### config.mk
export PLATFORM = sky130hd
export DESIGN_NAME = residue_mod5_tx_flat
export DESIGN_NICKNAME = d
export VERILOG_FILES = /design/src/rtl/residue_mod5_tx_if.sv /design/src/rtl/residue_mod5_tx.sv /design/src/flat_wrapper.sv
export SDC_FILE = /design/constraint.sdc
export NUM_CORES = 1
export LEC_CHECK = 0
export BUFFER_PORTS_ARGS = -buffer_cell sky130_fd_sc_hd__buf_2
export CAP_MARGIN = 10
export CORE_MARGIN = 5
export CORE_UTILIZATION = 45
export CTS_BUF_LIST = sky130_fd_sc_hd__clkbuf_16
export CTS_CLUSTER_SIZE = 28
export DETAILED_ROUTE_END_ITERATION = 10
export GPL_ROUTABILITY_DRIVEN = 0
export GPL_TIMING_DRIVEN = 0
export PLACE_DENSITY = 0.75
export SYNTH_ARGS = -nofsm -noshare
export SYNTH_HDL_FRONTEND = slang
export SYNTH_SLANG_ARGS = --single-unit
### constraint.sdc
create_clock -name clk -period 1.45 [get_ports clk]
set_input_delay 0.145 -clock clk [delete_from_list [all_inputs] [get_ports clk]]
set_output_delay 0.145 -clock clk [all_outputs]
set_load 0.05 [all_outputs]
### src/rtl/residue_mod5_tx_if.sv
// Handshake and serial-link bundle for residue_mod5_tx.
// The slave modport is the transmitter side; the master modport is the word producer and link observer.
interface residue_mod5_tx_if #(
  parameter int WIDTH = 8
);
  logic             in_valid;
  logic [WIDTH-1:0] in_data;
  logic             in_ready;
  logic             ser_out;
  logic             ser_valid;
  logic             frame_start;
  logic             chk_phase;
  logic [2:0]       res;
  logic             frame_done;

  modport master (
    output in_valid, in_data,
    input  in_ready, ser_out, ser_valid, frame_start, chk_phase, res, frame_done
  );

  modport slave (
    input  in_valid, in_data,
    output in_ready, ser_out, ser_valid, frame_start, chk_phase, res, frame_done
  );
endinterface

### src/rtl/residue_mod5_tx.sv
// MSB-first serial transmitter that tracks the running residue mod 5 of the bits it sends.
// Define RESIDUE_TX_CHECK_EN to append the 3-bit final residue after the data bits.
//
// state | meaning
// IDLE  | waiting for a word, in_ready high
// DATA  | shifting data bits out, residue updating
// CHK   | sending the frozen final residue, MSB first (RESIDUE_TX_CHECK_EN only)
module residue_mod5_tx #(
  parameter int WIDTH = 8
) (
  input logic               clk,
  input logic               rst,
  residue_mod5_tx_if.slave  bus
);
  localparam int CW = $clog2(WIDTH);

  typedef enum logic [1:0] {
    IDLE = 2'd0,
    DATA = 2'd1,
    CHK  = 2'd2
  } state_t;

  state_t           state;
  logic [WIDTH-1:0] sh;
  logic [CW-1:0]    cnt;
  logic             ser_q;
  logic             ser_valid_q;
  logic             frame_start_q;
  logic             chk_phase_q;
  logic [2:0]       res_q;
  logic             frame_done_q;
`ifdef RESIDUE_TX_CHECK_EN
  logic [1:0]       ccnt;
`endif

  logic       data_last;
  logic       frame_last;
  logic       take;
  logic [2:0] res_base;
  logic [2:0] res_nxt;

  function automatic logic [2:0] step5(input logic [2:0] r, input logic b);
    logic [2:0] n;
    case ({r, b})
      4'b000_0: n = 3'd0;
      4'b000_1: n = 3'd1;
      4'b001_0: n = 3'd2;
      4'b001_1: n = 3'd3;
      4'b010_0: n = 3'd4;
      4'b010_1: n = 3'd0;
      4'b011_0: n = 3'd1;
      4'b011_1: n = 3'd2;
      4'b100_0: n = 3'd3;
      4'b100_1: n = 3'd4;
      default:  n = 3'd0;
    endcase
    return n;
  endfunction

  assign data_last = (state == DATA) && (cnt == CW'(WIDTH - 1));
`ifdef RESIDUE_TX_CHECK_EN
  assign frame_last = (state == CHK) && (ccnt == 2'd2);
`else
  assign frame_last = data_last;
`endif
  assign bus.in_ready = (state == IDLE) || frame_last;
  assign take         = bus.in_valid && bus.in_ready;

  // On a back-to-back load res still shows the previous frame's final value,
  // so the first data bit of a frame always starts the residue from zero.
  assign res_base = frame_start_q ? 3'd0 : res_q;
  assign res_nxt  = step5(res_base, ser_q);

  always_ff @(posedge clk) begin
    if (rst) begin
      state         <= IDLE;
      sh            <= '0;
      cnt           <= '0;
      ser_q         <= 1'b0;
      ser_valid_q   <= 1'b0;
      frame_start_q <= 1'b0;
      chk_phase_q   <= 1'b0;
      res_q         <= 3'd0;
      frame_done_q  <= 1'b0;
`ifdef RESIDUE_TX_CHECK_EN
      ccnt          <= 2'd0;
`endif
    end else begin
      frame_start_q <= 1'b0;
      frame_done_q  <= 1'b0;
      case (state)
        IDLE: begin
          if (res_q > 3'd4) res_q <= 3'd0;
        end
        DATA: begin
          res_q <= res_nxt;
          cnt   <= cnt + CW'(1);
          if (!data_last) begin
            ser_q <= sh[WIDTH-1];
            sh    <= sh << 1;
          end else begin
`ifdef RESIDUE_TX_CHECK_EN
            state       <= CHK;
            ccnt        <= 2'd0;
            chk_phase_q <= 1'b1;
            ser_q       <= res_nxt[2];
`else
            frame_done_q <= 1'b1;
            state        <= IDLE;
            ser_q        <= 1'b0;
            ser_valid_q  <= 1'b0;
`endif
          end
        end
`ifdef RESIDUE_TX_CHECK_EN
        CHK: begin
          if (res_q > 3'd4) res_q <= 3'd0;
          ccnt <= ccnt + 2'd1;
          case (ccnt)
            2'd0:    ser_q <= res_q[1];
            2'd1:    ser_q <= res_q[0];
            default: begin
              frame_done_q <= 1'b1;
              state        <= IDLE;
              ser_q        <= 1'b0;
              ser_valid_q  <= 1'b0;
              chk_phase_q  <= 1'b0;
            end
          endcase
        end
`endif
        default: begin
          state       <= IDLE;
          ser_q       <= 1'b0;
          ser_valid_q <= 1'b0;
          chk_phase_q <= 1'b0;
          res_q       <= 3'd0;
        end
      endcase

      // A load overrides the return-to-idle assignments above.
      if (take) begin
        state         <= DATA;
        sh            <= bus.in_data << 1;
        ser_q         <= bus.in_data[WIDTH-1];
        ser_valid_q   <= 1'b1;
        frame_start_q <= 1'b1;
        chk_phase_q   <= 1'b0;
        cnt           <= '0;
        if (state == IDLE) res_q <= 3'd0;
      end
    end
  end

  assign bus.ser_out     = ser_q;
  assign bus.ser_valid   = ser_valid_q;
  assign bus.frame_start = frame_start_q;
  assign bus.chk_phase   = chk_phase_q;
  assign bus.res         = res_q;
  assign bus.frame_done  = frame_done_q;
endmodule
### src/flat_wrapper.sv
// flat-port wrapper written by rule: the top's interface ports become plain ports
module residue_mod5_tx_flat 
#(
  parameter int WIDTH = 8
)
  (clk, rst, bus_in_valid, bus_in_data, bus_in_ready, bus_ser_out, bus_ser_valid, bus_frame_start, bus_chk_phase, bus_res, bus_frame_done);
  residue_mod5_tx_if #(.WIDTH(WIDTH)) bus_i ();
  input logic clk;
  input logic rst;
  input wire logic [$bits(bus_i.in_valid)-1:0] bus_in_valid;
  input wire logic [$bits(bus_i.in_data)-1:0] bus_in_data;
  output wire logic [$bits(bus_i.in_ready)-1:0] bus_in_ready;
  output wire logic [$bits(bus_i.ser_out)-1:0] bus_ser_out;
  output wire logic [$bits(bus_i.ser_valid)-1:0] bus_ser_valid;
  output wire logic [$bits(bus_i.frame_start)-1:0] bus_frame_start;
  output wire logic [$bits(bus_i.chk_phase)-1:0] bus_chk_phase;
  output wire logic [$bits(bus_i.res)-1:0] bus_res;
  output wire logic [$bits(bus_i.frame_done)-1:0] bus_frame_done;
  assign bus_i.in_valid = bus_in_valid;
  assign bus_i.in_data = bus_in_data;
  assign bus_in_ready = bus_i.in_ready;
  assign bus_ser_out = bus_i.ser_out;
  assign bus_ser_valid = bus_i.ser_valid;
  assign bus_frame_start = bus_i.frame_start;
  assign bus_chk_phase = bus_i.chk_phase;
  assign bus_res = bus_i.res;
  assign bus_frame_done = bus_i.frame_done;
  residue_mod5_tx #(.WIDTH(WIDTH)) u_core (.clk(clk), .rst(rst), .bus(bus_i));
endmodule
==> key figures <==
Outcome
  • Outcome: completed

Worst setup path
  • CP most frequent cell: ha_4
  • Startpoint Class: register
  • Origin of the critical flop-to-flop path: u_core.cnt[0]
  • Crit path cell chain: ha_4 > ha_4 > nor2b_4 > inv_6 > buf_8
  • Reg2Reg Depth: 7
  • CP max-delay cell: dfxtp_2
  • Crit end category: output port
  • CP required: 1.31 ns
  • R2r endpoint: u_core.sh[3]
  • CP Max Fanout: 4
  • Setup CP Type: reg2out
  • CP top delay family: flip-flops
  • Worst Path Arrival: roughly 1.3 ns
  • CP Depth: 5
  • Worst path bufs/invs: 2
  • CP peak stage delay: ~0.34 ns
  • Worst reg2reg setup slack: about 0.080 ns

Clocking
  • CTS sink count: 17
  • Max clock buf depth: 2
  • Clock Latency Late Sink: between 0.2 and 0.25 ns
  • CTS tree: yes
  • Root buf cell: clkbuf_16
  • Clock slew at reported path FFs: ~0.050 ns
  • Num CTS Buffers: 3
  • # H-tree levels: 1

Logic synthesis
  • Post-synthesis sequential area ratio: 38.7%
  • Register bit total from synthesis: 17
  • Complex-gate fraction of the synthesized area: around a fifth
  • Synth warn: 0
  • Main combinational cell family by area after synthesis: simple AND/OR/NAND/NOR gates
  • Synth Cell Area: 880 um2
  • Synth Area in XOR/XNOR: 0%
  • Synthesized Nets: 98
  • Post-synthesis mux area share: under 10%
  • Post-Synth Adder-Cell Area: 2.84%
  • Synth Area in Simple Gates: a little under a quarter
  • Avg Inst Size Synth: 10.3 um2
  • Gate Count Post-Synth: 85
  • Synth unique cells: 32

STA
  • Max frequency: between 0.7 and 0.8 GHz
  • RSZ-0062 raised after global routing: true
  • Fin Clk Skew: a little over 0.004 ns
  • Final setup fails: 0
  • Final count of pins violating max slew: 0
  • Setup TNS: 0 ns
  • Post-route clock period utilization: a little over nine tenths
  • Period minus WS final: 1.41 ns
  • Final hold violations: 0

Drt
  • Antenna Nets Post-Route: 0
  • Initial DRT Pass Iterations: 4
  • DR iter-0 viols: 25
  • Drt total wl: ~1.7 mm
  • Wirelength per Cell: ~13 um
  • Via count: 710
  • Via-per-instance ratio: 5.30
  • DRC viols: 0

Die
  • Die extent in y: ~54 um
  • I/O Pins: 20
  • Starting density of the core: a little under half
  • Core region area: ~1900 um2
  • # rows: 16
  • Floorplan die width: about 54 um
  • Full die area: about 3000 um2

Min path
  • Worst Hold End: u_core.sh[1]
  • WHS Path Cells: 3
  • Worst min path class: in2reg
  • Hold Path Origin: bus_in_data[0]

GRT
  • First-pass GRT wire length: a little under 3 mm
  • Initial antenna violation count: 0
  • GRT Util Overall: 13.6%
  • GRT overflow: 0
  • Vias in the first global route: 660
  • Largest net degree at the start of global routing: 14

Finish
  • Fill count: 170
  • Sequential cell area: 343 um2
  • Area Growth Syn to Fin: 28.4%
  • Final #Nets: around 120
  • Final Core Density: between 50% and 60%
  • Layout cells sized above 1: a little under half
  • Area of the multi-input gates: approximately 500 um2
  • Diodes inserted: 0

Power and ir drop
  • Pleak: about 0.46 nW
  • Final Power: roughly 0.0013 W
  • P per Cell Area: between 1000 and 1500 nW/um2
  • VDD IR max: about 0.87 mV

Placement
  • Post-DP HPWL: about 1.3 mm
  • Port bufs: 16

Job
  • Number of max-cap violations: 0
==> final cells by class <==
cell class                 instances  share of cell area (%)
clock inverter                     1                   0.443
multi-input combinational         58                    44.3
timing repair buffer              19                    9.97
clock buffer                       3                    6.64
sequential                        17                    30.3
inverter                           3                    1.44
buffer                             6                    3.88
tap                               27                    2.99
==> metrics by stage <==
| step | hold WS, ns | std cells | setup WS [ns] | instance area, um2 |
|---|---|---|---|---|
| 5_1_grt | 0.205 | 134 | -0.00165 | 1130 |
| 3_5_place_dp | 0.446 | 128 | -0.0757 | 995 |
| 3_3_place_gp | 0.443 | 128 | -0.0484 | 995 |
| 4_1_cts | 0.193 | 133 | 0.00569 | 1110 |
| 6_report | 0.193 | 134 | 0.0388 | 1130 |
| 2_1_floorplan | 0.340 | 85 | 0.0676 | 881 |
==> power breakdown <==
group / internal, W / switching (W) / leakage [nW]
Combinational: 0.0000798 / 0.000112 / 0.278
Sequential: 0.000494 / 0.0000220 / 0.140
Clock: 0.000368 / 0.000175 / 0.0409
==> cells in the mapped netlist (all sizes together) <==
master	instances	area, um2
a21oi	3	15.0
a211oi	7	82.6
a31oi	2	12.5
nand2	1	3.75
buf	7	55.1
o32ai	1	16.3
or2b	2	15.0
nand3b	2	15.0
dfxtp	17	340
a32oi	2	17.5
nand2b	1	6.26
inv	3	13.8
nor4b	1	15.0
or3b	1	8.76
conb	1	3.75
and4bb	1	12.5
o22ai	1	6.26
nor2b	1	13.8
nor3	5	25.0
nor2	9	38.8
nor3b	5	48.8
ha	2	25.0
o41ai	1	8.76
nand3	1	5.00
o21ai	1	5.00
mux2i	7	70.1
==> routing by layer <==
layer	up-vias	track usage (%)	wire [um]
met5	-	0	0
met4	0	4.98	16
met3	2	3.00	110
met2	24	22.9	813
met1	330	16.8	754
li1	354	-	-
==> how the worst max path moves through the flow <==
stage,to,start,slack (ns)
floorplan,u_core.bus.res[1],u_core.bus.res[1],0.07
global placement,bus_in_ready,u_core.cnt[0],-0.05
detailed placement,bus_in_ready,u_core.cnt[0],-0.08
CTS,bus_in_ready,u_core.cnt[0],0.006
global route,bus_in_ready,u_core.cnt[0],-0.002
finish,bus_in_ready,u_core.cnt[0],0.04
==> worst reg2reg max path, delay by kind of cell, from the launching register on <==
kind / cells / cell delay (ns)
flops: 1 / 0.34
fa+ha+maj: 2 / 0.33
simple gates: 2 / 0.29
buf+inv: 2 / 0.24
compound gates: 1 / 0.06
==> repair_timing <==
action                     in CTS  in global routing
buffers inserted                2                  1
hold buffers                    0                  0
resized for setup               7                  4
cloned                          0                  0
setup endpoints to repair       2                  5
==> cells by family after synthesis <==
family                     count (synthesis)
and+or+nand+nor                           30
other                                      1
buffers and inverters                     10
adders and majority gates                  2
DFF                                       17
AOI/OAI and AO/OA                         18
muxes                                      7
==> registers in the layout, summed over array words and instances, names as in the netlist <==
name	flops
u_core.bus.frame_start	1
u_core.bus.ser_valid	1
u_core.bus.ser_out	1
u_core.bus.frame_done	1
u_core.cnt	3
u_core.bus.res	3
u_core.sh	7
==> cell usage in the layout (no fill, tap or decap), drive strengths merged <==
| cell | instances |
|---|---|
| or2b | 2 |
| o32ai | 1 |
| nor3b | 5 |
| nor2b | 1 |
| o22ai | 1 |
| nand3 | 1 |
| nand3b | 2 |
| a21oi | 3 |
| nand2 | 1 |
| o21ai | 1 |
| a32oi | 2 |
| clkbuf | 3 |
| a31oi | 2 |
| nand2b | 1 |
| dfxtp | 17 |
| nor4b | 1 |
| mux2i | 7 |
| a211oi | 7 |
| nor2 | 9 |
| ha | 2 |
| buf | 25 |
| inv | 3 |
| or3b | 1 |
| nor3 | 5 |
| o41ai | 1 |
| and4bb | 1 |
| conb | 1 |
| clkinv | 1 |
(Power assumes the default switching activity.)
